==> src/rtl/wb_arb_pkg.sv <==
// Shared types and defaults for the register-file write-back arbiter.
// Optional starvation guard is enabled with macro WB_ARB_STARVE_GUARD_EN.
package wb_arb_pkg;

    localparam int DEPTH_DEF        = 2;
    localparam int STARVE_LIMIT_DEF = 4;
    localparam int REG_W            = 5;
    localparam int DATA_W           = 32;

    // "reg" is a keyword, so the destination field is reg_idx.
    typedef struct packed {
        logic              valid;
        logic [REG_W-1:0]  reg_idx;
        logic [DATA_W-1:0] data;
    } wb_entry_t;

endpackage

==> src/rtl/wb_aux_fifo.sv <==
// Circular buffer of pending aux results with per-entry invalidate-by-register.
// Invalidated entries keep their slot until they reach the head and are popped.
module wb_aux_fifo
    import wb_arb_pkg::*;
#(
    parameter int DEPTH = DEPTH_DEF
) (
    input  logic             clk,
    input  logic             rst_n,
    input  logic             push,
    input  wb_entry_t        push_entry,
    input  logic             pop,
    input  logic             inv_en,
    input  logic [REG_W-1:0] inv_reg,
    output logic             full,
    output logic             empty,
    output wb_entry_t        head
);

    localparam int PTR_W = $clog2(DEPTH);
    localparam int CNT_W = $clog2(DEPTH + 1);

    wb_entry_t        mem_q [DEPTH];
    wb_entry_t        mem_d [DEPTH];
    logic [PTR_W-1:0] wr_ptr_q, wr_ptr_d;
    logic [PTR_W-1:0] rd_ptr_q, rd_ptr_d;
    logic [CNT_W-1:0] count_q, count_d;
    logic             push_ok, pop_ok;

    assign full    = (count_q == CNT_W'(DEPTH));
    assign empty   = (count_q == '0);
    assign head    = mem_q[rd_ptr_q];
    assign push_ok = push && !full;
    assign pop_ok  = pop && !empty;

    always_comb begin
        // NOTE: every output gets a default first so no path infers a latch.
        mem_d    = mem_q;
        wr_ptr_d = wr_ptr_q;
        rd_ptr_d = rd_ptr_q;
        count_d  = count_q;
        for (int i = 0; i < DEPTH; i++) begin
            if (inv_en && mem_q[i].reg_idx == inv_reg) mem_d[i].valid = 1'b0;
        end
        if (push_ok) begin
            mem_d[wr_ptr_q] = push_entry;
            wr_ptr_d        = wr_ptr_q + 1'b1;
        end
        if (pop_ok) rd_ptr_d = rd_ptr_q + 1'b1;
        unique case ({push_ok, pop_ok})
            2'b10:   count_d = count_q + 1'b1;
            2'b01:   count_d = count_q - 1'b1;
            default: count_d = count_q;
        endcase
    end

    // NOTE: state updates use <= so every flop samples pre-edge values.
    always_ff @(posedge clk or negedge rst_n) begin
        if (!rst_n) begin
            // NOTE: storage is reset because stale valid bits would be written out.
            for (int i = 0; i < DEPTH; i++) mem_q[i] <= '0;
            wr_ptr_q <= '0;
            rd_ptr_q <= '0;
            count_q  <= '0;
        end else begin
            mem_q    <= mem_d;
            wr_ptr_q <= wr_ptr_d;
            rd_ptr_q <= rd_ptr_d;
            count_q  <= count_d;
        end
    end

endmodule

==> src/rtl/wb_write_arbiter.sv <==
// Arbitrates the single register-file write port between the MEM/WB pipeline and a
// buffered mult/div result stream. Macro WB_ARB_STARVE_GUARD_EN adds a starvation stall.
module wb_write_arbiter
    import wb_arb_pkg::*;
#(
    parameter int DEPTH        = DEPTH_DEF,
    parameter int STARVE_LIMIT = STARVE_LIMIT_DEF
) (
    input  logic              clk,
    input  logic              rst_n,
    input  logic              pipeRegWrite,
    input  logic [REG_W-1:0]  pipeWriteReg,
    input  logic [DATA_W-1:0] pipeWriteData,
    input  logic              auxValid,
    input  logic [REG_W-1:0]  auxWriteReg,
    input  logic [DATA_W-1:0] auxWriteData,
    output logic              auxReady,
    output logic              rfWriteEnable,
    output logic [REG_W-1:0]  rfWriteReg,
    output logic [DATA_W-1:0] rfWriteData,
    output logic              stallPipe
);

    wb_entry_t         head, push_entry;
    logic              full, empty;
    logic              stall_now, pipe_grant, head_valid, head_grant;
    logic              push, pop, aux_drop;
    logic              rf_we_q, rf_we_d;
    logic [REG_W-1:0]  rf_reg_q, rf_reg_d;
    logic [DATA_W-1:0] rf_data_q, rf_data_d;

`ifdef WB_ARB_STARVE_GUARD_EN
    localparam int SC_W = $clog2(STARVE_LIMIT + 1);
    logic            stall_q, stall_d;
    logic [SC_W-1:0] starve_q, starve_d;

    assign stall_now = stall_q;

    always_comb begin
        stall_d  = 1'b0;
        starve_d = '0;
        if (head_valid && pipe_grant) begin
            if (starve_q == SC_W'(STARVE_LIMIT - 1)) stall_d  = 1'b1;
            else                                     starve_d = starve_q + 1'b1;
        end
    end
`else
    assign stall_now = 1'b0;
`endif

    assign stallPipe  = stall_now;
    assign auxReady   = !full;
    assign pipe_grant = !stall_now && pipeRegWrite && (pipeWriteReg != '0);
    assign head_valid = !empty && head.valid;
    assign head_grant = head_valid && !pipe_grant;
    // An invalidated head drains even while the pipeline owns the write port.
    assign pop        = !empty && (!head.valid || !pipe_grant);
    assign aux_drop   = (auxWriteReg == '0) || (pipe_grant && auxWriteReg == pipeWriteReg);
    assign push       = auxValid && auxReady && !aux_drop;
    assign push_entry = '{valid: 1'b1, reg_idx: auxWriteReg, data: auxWriteData};

    always_comb begin
        rf_we_d   = 1'b0;
        rf_reg_d  = '0;
        rf_data_d = '0;
        if (pipe_grant) begin
            rf_we_d   = 1'b1;
            rf_reg_d  = pipeWriteReg;
            rf_data_d = pipeWriteData;
        end else if (head_grant) begin
            rf_we_d   = 1'b1;
            rf_reg_d  = head.reg_idx;
            rf_data_d = head.data;
        end
    end

    wb_aux_fifo #(.DEPTH(DEPTH)) u_fifo (
        .clk        (clk),
        .rst_n      (rst_n),
        .push       (push),
        .push_entry (push_entry),
        .pop        (pop),
        .inv_en     (pipe_grant),
        .inv_reg    (pipeWriteReg),
        .full       (full),
        .empty      (empty),
        .head       (head)
    );

    always_ff @(posedge clk or negedge rst_n) begin
        if (!rst_n) begin
            rf_we_q   <= 1'b0;
            rf_reg_q  <= '0;
            rf_data_q <= '0;
`ifdef WB_ARB_STARVE_GUARD_EN
            stall_q   <= 1'b0;
            starve_q  <= '0;
`endif
        end else begin
            rf_we_q   <= rf_we_d;
            rf_reg_q  <= rf_reg_d;
            rf_data_q <= rf_data_d;
`ifdef WB_ARB_STARVE_GUARD_EN
            stall_q   <= stall_d;
            starve_q  <= starve_d;
`endif
        end
    end

    assign rfWriteEnable = rf_we_q;
    assign rfWriteReg    = rf_reg_q;
    assign rfWriteData   = rf_data_q;

endmodule

==> config.mk <==
export PLATFORM = sky130hd
export DESIGN_NAME = wb_write_arbiter
export DESIGN_NICKNAME = d
export VERILOG_FILES = /design/src/rtl/wb_arb_pkg.sv /design/src/rtl/wb_aux_fifo.sv /design/src/rtl/wb_write_arbiter.sv
export SDC_FILE = /design/constraint.sdc
export NUM_CORES = 1
export LEC_CHECK = 0
export CORE_ASPECT_RATIO = 0.7
export CORE_MARGIN = 2
export CORE_UTILIZATION = 50
export CTS_CLUSTER_DIAMETER = 60
export DETAILED_ROUTE_END_ITERATION = 7
export PLACE_DENSITY = 0.9
export SLEW_MARGIN = 20
export SYNTH_ARGS = -nofsm -noshare
export SYNTH_HDL_FRONTEND = slang
export SYNTH_SLANG_ARGS = --single-unit
==> constraint.sdc <==
create_clock -name clk -period 3.1 [get_ports clk]
set_input_delay 0.62 -clock clk [delete_from_list [all_inputs] [get_ports clk]]
set_output_delay 0.62 -clock clk [all_outputs]
set_load 0.02 [all_outputs]
==> results.md, run 1 <==
- Status: finished, final reports clean
- Worst-path clk slew: about 0.060 ns
- IO buf count: 116
- Share of the synthesized area in the top cell type: 56.2%
- CTS H-tree depth: 4
- Highest routed layer: met4
- Final Hold Fails: 0
- CTS tree: done
- Pleak: 3.23 nW
- First-pass GRT wire length: 19.2 mm
- CP endpoint kind: flip-flop
- Final clock period utilization by the worst path: 82.4%
- Post-route ant nets: 0
- Post-CTS sizing: 0
- Total power: 7.65 mW
- Postcts setup bufs: 0
- Post-Route Setup TNS: 0 ns
- Worst slew margin: 35.6%
- Dpl hpwl: between 7 and 8 mm
- Total number of placement rows: 31
- CP Buf/Inv Count: 1
- Vias in the first global route: 3,628
- Synth top area cells: dfrtp_1 56%, mux2_4 11%, mux2_2 7.9%
- Highest clock rate: ~400 MHz
- I/O pins: roughly 120
- Initial antenna violation count: 0
- Crit. path cell count: 7
- Ys async rst share: 100%
- Final setup fails: 0
- DR vias/cell: 5.28
- Wl on met1: around 5.6 mm
- Core Box Area: 10,300 µm²
- Final core utilization: 69.8%
- Synthesized area: 5250 µm²
- Critical Path Max Stage Delay: roughly 0.54 ns
- Cts bufs inserted: 17
- Share of cells above drive strength 1: 25.1%
- Power per cell area: approximately 1100 nW/µm²
- Starting Density: around 51%
- Worst skew pair latency: 0.40 ns
- Final nets: 580
- Worst-path maximum fanout: 5
- Sequential share of the synthesized area: 56.2%
- Area Overhead vs Synth: 36.7%
- DRT Pass-1 Iters: 4
- RSZ-0062 raised after global routing: no
- Total Routing Usage GR: 21.6%
- Syn Inst Count: approximately 380
- Cells after DPL: just over 600
- CP Cell Sequence: clkdlybuf4s50_1, or4_4, o2111ai_4, o21ai_0, ha_1, nor2_1, xor2_1
- Chip width: around 130 µm
- Antenna Cells: 0
- Post-synth EDFFs: 0
- Most common cell in the synthesized netlist: dfrtp_1
- Synth Warn #: 0
- DIE HEIGHT: 89.8 µm
- Non-filler instance count after layout: 645
- Synthesized flop and latch total: around 120
- CTS Sinks: 118
- Critical Path RT: 3.42 ns
- Drt total wl: 11.7 mm
- Min Tclk post-route: 2.55 ns
- Family with the most delay on the worst path: simple AND/OR/NAND/NOR gates
- WL/cell: 18.2 µm
- GPL Wtd Cong: 0.828
- Cell variety after synth: 27
- Drc violations: 0
- CTS Buffer Depth: 2
- Met3 routed WL: 681 µm
- Met2 routed WL: about 5.4 mm
- GRT overflow: 0
- CP Class: in2reg
- R2R cell count: 6
- Worst-margin pin slew: between 0.9 and 1 ns
- Worst IR Drop VDD: 0.000542 V
- DR vias: 3,408
- CTS root buffer: clkbuf_16
- Slowest CP cell: clkdlybuf4s50_1
- Synth cell count leaders: 118 x dfrtp_1, 40 x nand2_1, 38 x mux2_4
- Syn Nets: 458
- Max cap viols: 0
- Reg2Reg Launch Point: u_fifo.count_q[1]
- Final setup skew: 0.00777 ns
- Setup crit start: pipeWriteReg[1]
- Main flop type after synthesis: dfrtp_1
- Startpoint types: input pin
- Area leader, netlist: dfrtp_1
- Worst Path Arrival: 2.88 ns
- Hold-fix buffers, CTS: 0
- Avg Inst Size Synth: ~14 µm²
- Area of the die: ~11,000 µm²
- Largest net degree at the start of global routing: 70
- DRT iter0 DRCs: 188
- Min-delay worst type: in2async
- Slew Limit Fails: 0
-- cell usage in the layout, fill, tap and decap left out --
| cell type | instances |
|---|---|
| xor2_1 | 6 |
| nor3_1 | 1 |
| mux2_4 | 38 |
| o31ai_1 | 37 |
| xnor2_1 | 14 |
| clkbuf_8 | 1 |
| o21ai_4 | 1 |
| clkinv_4 | 2 |
| bufinv_16 | 3 |
| o41ai_1 | 2 |
| o211ai_4 | 2 |
| nand3_1 | 3 |
| clkinv_2 | 5 |
| mux2_2 | 37 |
| inv_6 | 1 |
| buf_12 | 2 |
| nor2b_1 | 1 |
| buf_4 | 13 |
| clkdlybuf4s50_1 | 115 |
| clkbuf_16 | 17 |
| a211oi_2 | 1 |
| a21oi_1 | 1 |
| nor2_1 | 3 |
| or4_4 | 1 |
| ha_1 | 1 |
| inv_1 | 3 |
| o21ai_0 | 2 |
| o21a_2 | 1 |
| clkinvlp_4 | 2 |
| conb_1 | 1 |
| nand2_1 | 40 |
| o2111ai_4 | 1 |
| dfrtp_2 | 1 |
| dfrtp_1 | 117 |
| mux2i_1 | 37 |
-- layer usage --
| metal | global-route usage (%) | vias to the layer above |
|---|---|---|
| met2 | 32.7 | 102 |
| met5 | 0 | - |
| met1 | 30.9 | 1708 |
| li1 | - | 1591 |
| met3 | 6.90 | 7 |
| met4 | 4.40 | 0 |
-- logic make-up after synthesis --
family | after synthesis | share of synthesized area [%]
flip-flops | 118 | 56.2
multiplexers | 112 | 25.8
AND/OR/NAND/NOR | 49 | 3.79
AO/OA/AOI/OAI | 48 | 7.36
buffers and inverters | 30 | 3.17
XOR/XNOR | 20 | 3.33
adder cells (fa/ha/maj) | 1 | 0.238
other | 1 | 0.0714
-- final timing paths --
path	endpoint	slack [ns]
worst max register to register	flip-flop	1.15
worst max-delay path	u_fifo.count_q[1]	0.55
max in group asynchronous	async pin	2.26
min in group clk	flip-flop	0.50
worst min-delay path	rfWriteData[25]	0.21
worst min register to register	flip-flop	0.50
-- cell type report --
type,instances,area (µm²)
Clock inverter,13,156
Clock buffer,18,439
Inverter,3,11.3
Tap cell,132,165
Sequential cell,118,2950
Fill cell,687,3100
Timing Repair Buffer,130,1290
Multi-Input combinational cell,231,2160
-- metrics by stage --
| step | hold WS (ns) | worst slack [ns] | instance area (µm²) |
|---|---|---|---|
| 2_1_floorplan | 0.324 | 0.808 | 5250 |
| 3_3_place_gp | 0.486 | 0.319 | 6580 |
| 3_5_place_dp | 0.491 | 0.193 | 6580 |
| 4_1_cts | 0.224 | 0.580 | 7180 |
| 5_1_grt | 0.255 | 0.479 | 7180 |
| 6_report | 0.210 | 0.546 | 7180 |
-- power breakdown --
| group | internal (mW) | leakage (nW) | switching (mW) |
|---|---|---|---|
| Sequential | 2.29 | 1.40 | 0.416 |
| Combinational | 1.61 | 1.54 | 1.38 |
| Clock | 1.28 | 0.292 | 0.676 |
(Power assumes the default switching activity.)
==> inputs of run 2 (changes only) <==
clock period = 2.6 ns   (was 3.1 ns; I/O delays follow)
==> run 2 against run 1 <==
Net effect:
- via count increased by 1.7%
- power increased by 20%
- critical path depth unchanged
- first-iteration DRC count decreased by 4.8%
- count of clock-buffer cells in the layout increased by 3
- core utilization increased by 0.74 points
==> results.md, run 2 (synthesis results as in run 1) <==
- Status: finished, final reports clean
- Post-Route Setup TNS: 0 ns
- Largest net degree at the start of global routing: 48
- Total power: between 9 and 10 mW
- Postcts setup bufs: 0
- Post-route ant nets: 0
- Final Cell Area: 7260 µm²
- Max cap viols: 0
- Chip width: 127 µm
- Area Overhead vs Synth: 38.1%
- Commonest non-fill, non-tap cell in the layout: dfrtp_1
- Starting Density: 51.1%
- Met3 Use GR: 6.73%
- IO buf count: 116
- Total number of placement rows: 31
- DRT iter0 DRCs: 179
- CP endpoint kind: flip-flop
- CTS root buffer: clkbuf_16
- Dpl hpwl: 8.05 mm
- Critical Path RT: roughly 2.9 ns
- Hold_ws: 0.139 ns
- Final nets: 585
- DR vias: 3,465
- WL/cell: approximately 18 µm
- DIE HEIGHT: 89.8 µm
- Min-delay worst type: in2async
- Worst-path maximum fanout: 3
- Worst slew margin: 53.0%
- Drt total wl: roughly 12 mm
- Antenna Cells: 0
- GRT overflow: 0
- Final core utilization: 70.6%
- Commonest cells after routing, fill and taps aside: 117 x dfrtp_1, 115 x clkdlybuf4s50_1, 40 x nand2_1
- CTS H-tree depth: 4
- Hold-fix buffers, CTS: 0
- Min Tclk post-route: approximately 2.4 ns
- Highest clock rate: 423 MHz
- Share of cells above drive strength 1: 25.8%
- DR vias/cell: 5.32
- Reg2Reg Launch Point: u_fifo.count_q[1]
- Area of the die: 11,400 µm²
- GRT met1 Usage: 30.9%
- Post-CTS sizing: 0
- DP Area: 6680 µm²
- Drc violations: 0
- Total Routing Usage GR: 22.5%
- Startpoint types: input pin
- R2R Path End: u_fifo.count_q[1]
- Worst-path clk slew: 0.06 ns
- R2R cell count: 6
- Worst IR Drop VDD: 0.000652 V
- Final setup skew: 0.00859 ns
- Pleak: 3.26 nW
- Final clock period utilization by the worst path: 91.0%
- DRT Pass-1 Iters: 4
- Met2 global-route usage: 35.4%
- Final Hold Fails: 0
- Dpl ws: -0.157 ns
- Worst Path Arrival: 2.67 ns
- CTS tree: done
- RSZ-0062 raised after global routing: no
- Power per cell area: 1260 nW/µm²
- Cells after DPL: 619
- CTS Sinks: 118
- Non-filler instance count after layout: around 650
- Final setup fails: 0
- Worst skew pair latency: 0.40 ns
- I/O pins: about 120
- First-pass GRT wire length: approximately 20 mm
- Initial antenna violation count: 0
- GPL Wtd Cong: 0.846
- CTS Buffer Depth: 2
- Gr busiest metal: met2
- CP Class: in2reg
- Vias in the first global route: 3,842
- Slew Limit Fails: 0
- Worst setup margin: 0.233 ns
- Worst-margin pin slew: 0.705 ns
- Cts bufs inserted: 17
- Core Box Area: 10,300 µm²
- Setup slack, reg-to-reg: between 0.7 and 0.8 ns
==> run 2: cell count changes in the layout (fill, tap and decap cells not counted), sizes merged <==
cell      change
clkinv        -1
bufinv        -2
inv           -1
clkinvlp      +2
clkbuf        +3
buf           +5
==> run 2: cell type report <==
cell class / count / area (µm²)
fill: 673 / 3020
sequential: 118 / 2950
multi-input combinational: 231 / 2160
timing repair buffer: 135 / 1390
clock buffer: 21 / 470
tap: 132 / 165
clock inverter: 11 / 101
inverter: 3 / 11.3
==> run 2: worst max path at each step <==
stage | startpoint | to | slack, ns | cells after the start
3_3_place_gp | pipeWriteReg[3] | u_fifo.count_q[1] | -0.07 | 8
4_1_cts | pipeWriteReg[4] | u_fifo.count_q[1] | 0.26 | 7
3_5_place_dp | pipeWriteReg[4] | u_fifo.count_q[1] | -0.16 | 7
5_1_grt | pipeWriteReg[4] | u_fifo.count_q[1] | 0.17 | 7
2_1_floorplan | pipeWriteReg[3] | u_fifo.count_q[1] | 0.41 | 7
6_report | pipeWriteReg[4] | u_fifo.count_q[1] | 0.23 | 7
==> run 2: metal layers <==
metal,wire length [µm],vias up
met5,0,-
met2,5570,107
li1,-,1603
met1,5590,1744
met4,102,0
met3,757,11
==> run 2: report_power, final <==
group | leakage [nW] | internal (mW) | switching (mW) | total, mW
sequential | 1.40 | 2.73 | 0.497 | 3.23
combinational | 1.59 | 2.02 | 1.68 | 3.70
clock | 0.271 | 1.39 | 0.828 | 2.22
total | 3.26 | 6.14 | 3.01 | 9.15
==> run 2: worst max-delay path, stage by stage <==
cell and delay [ns]:
clkdlybuf4s50_1 0.44, or4_4 0.56, o2111ai_4 0.28, o21ai_0 0.19
ha_1 0.37, nor2_1 0.14, xor2_1 0.17
==> inputs of run 3 (changes only) <==
CAP_MARGIN = 20   (was unset)
==> results of run 3 <==
Final layout, timing and power as in run 2 (identical DEF).
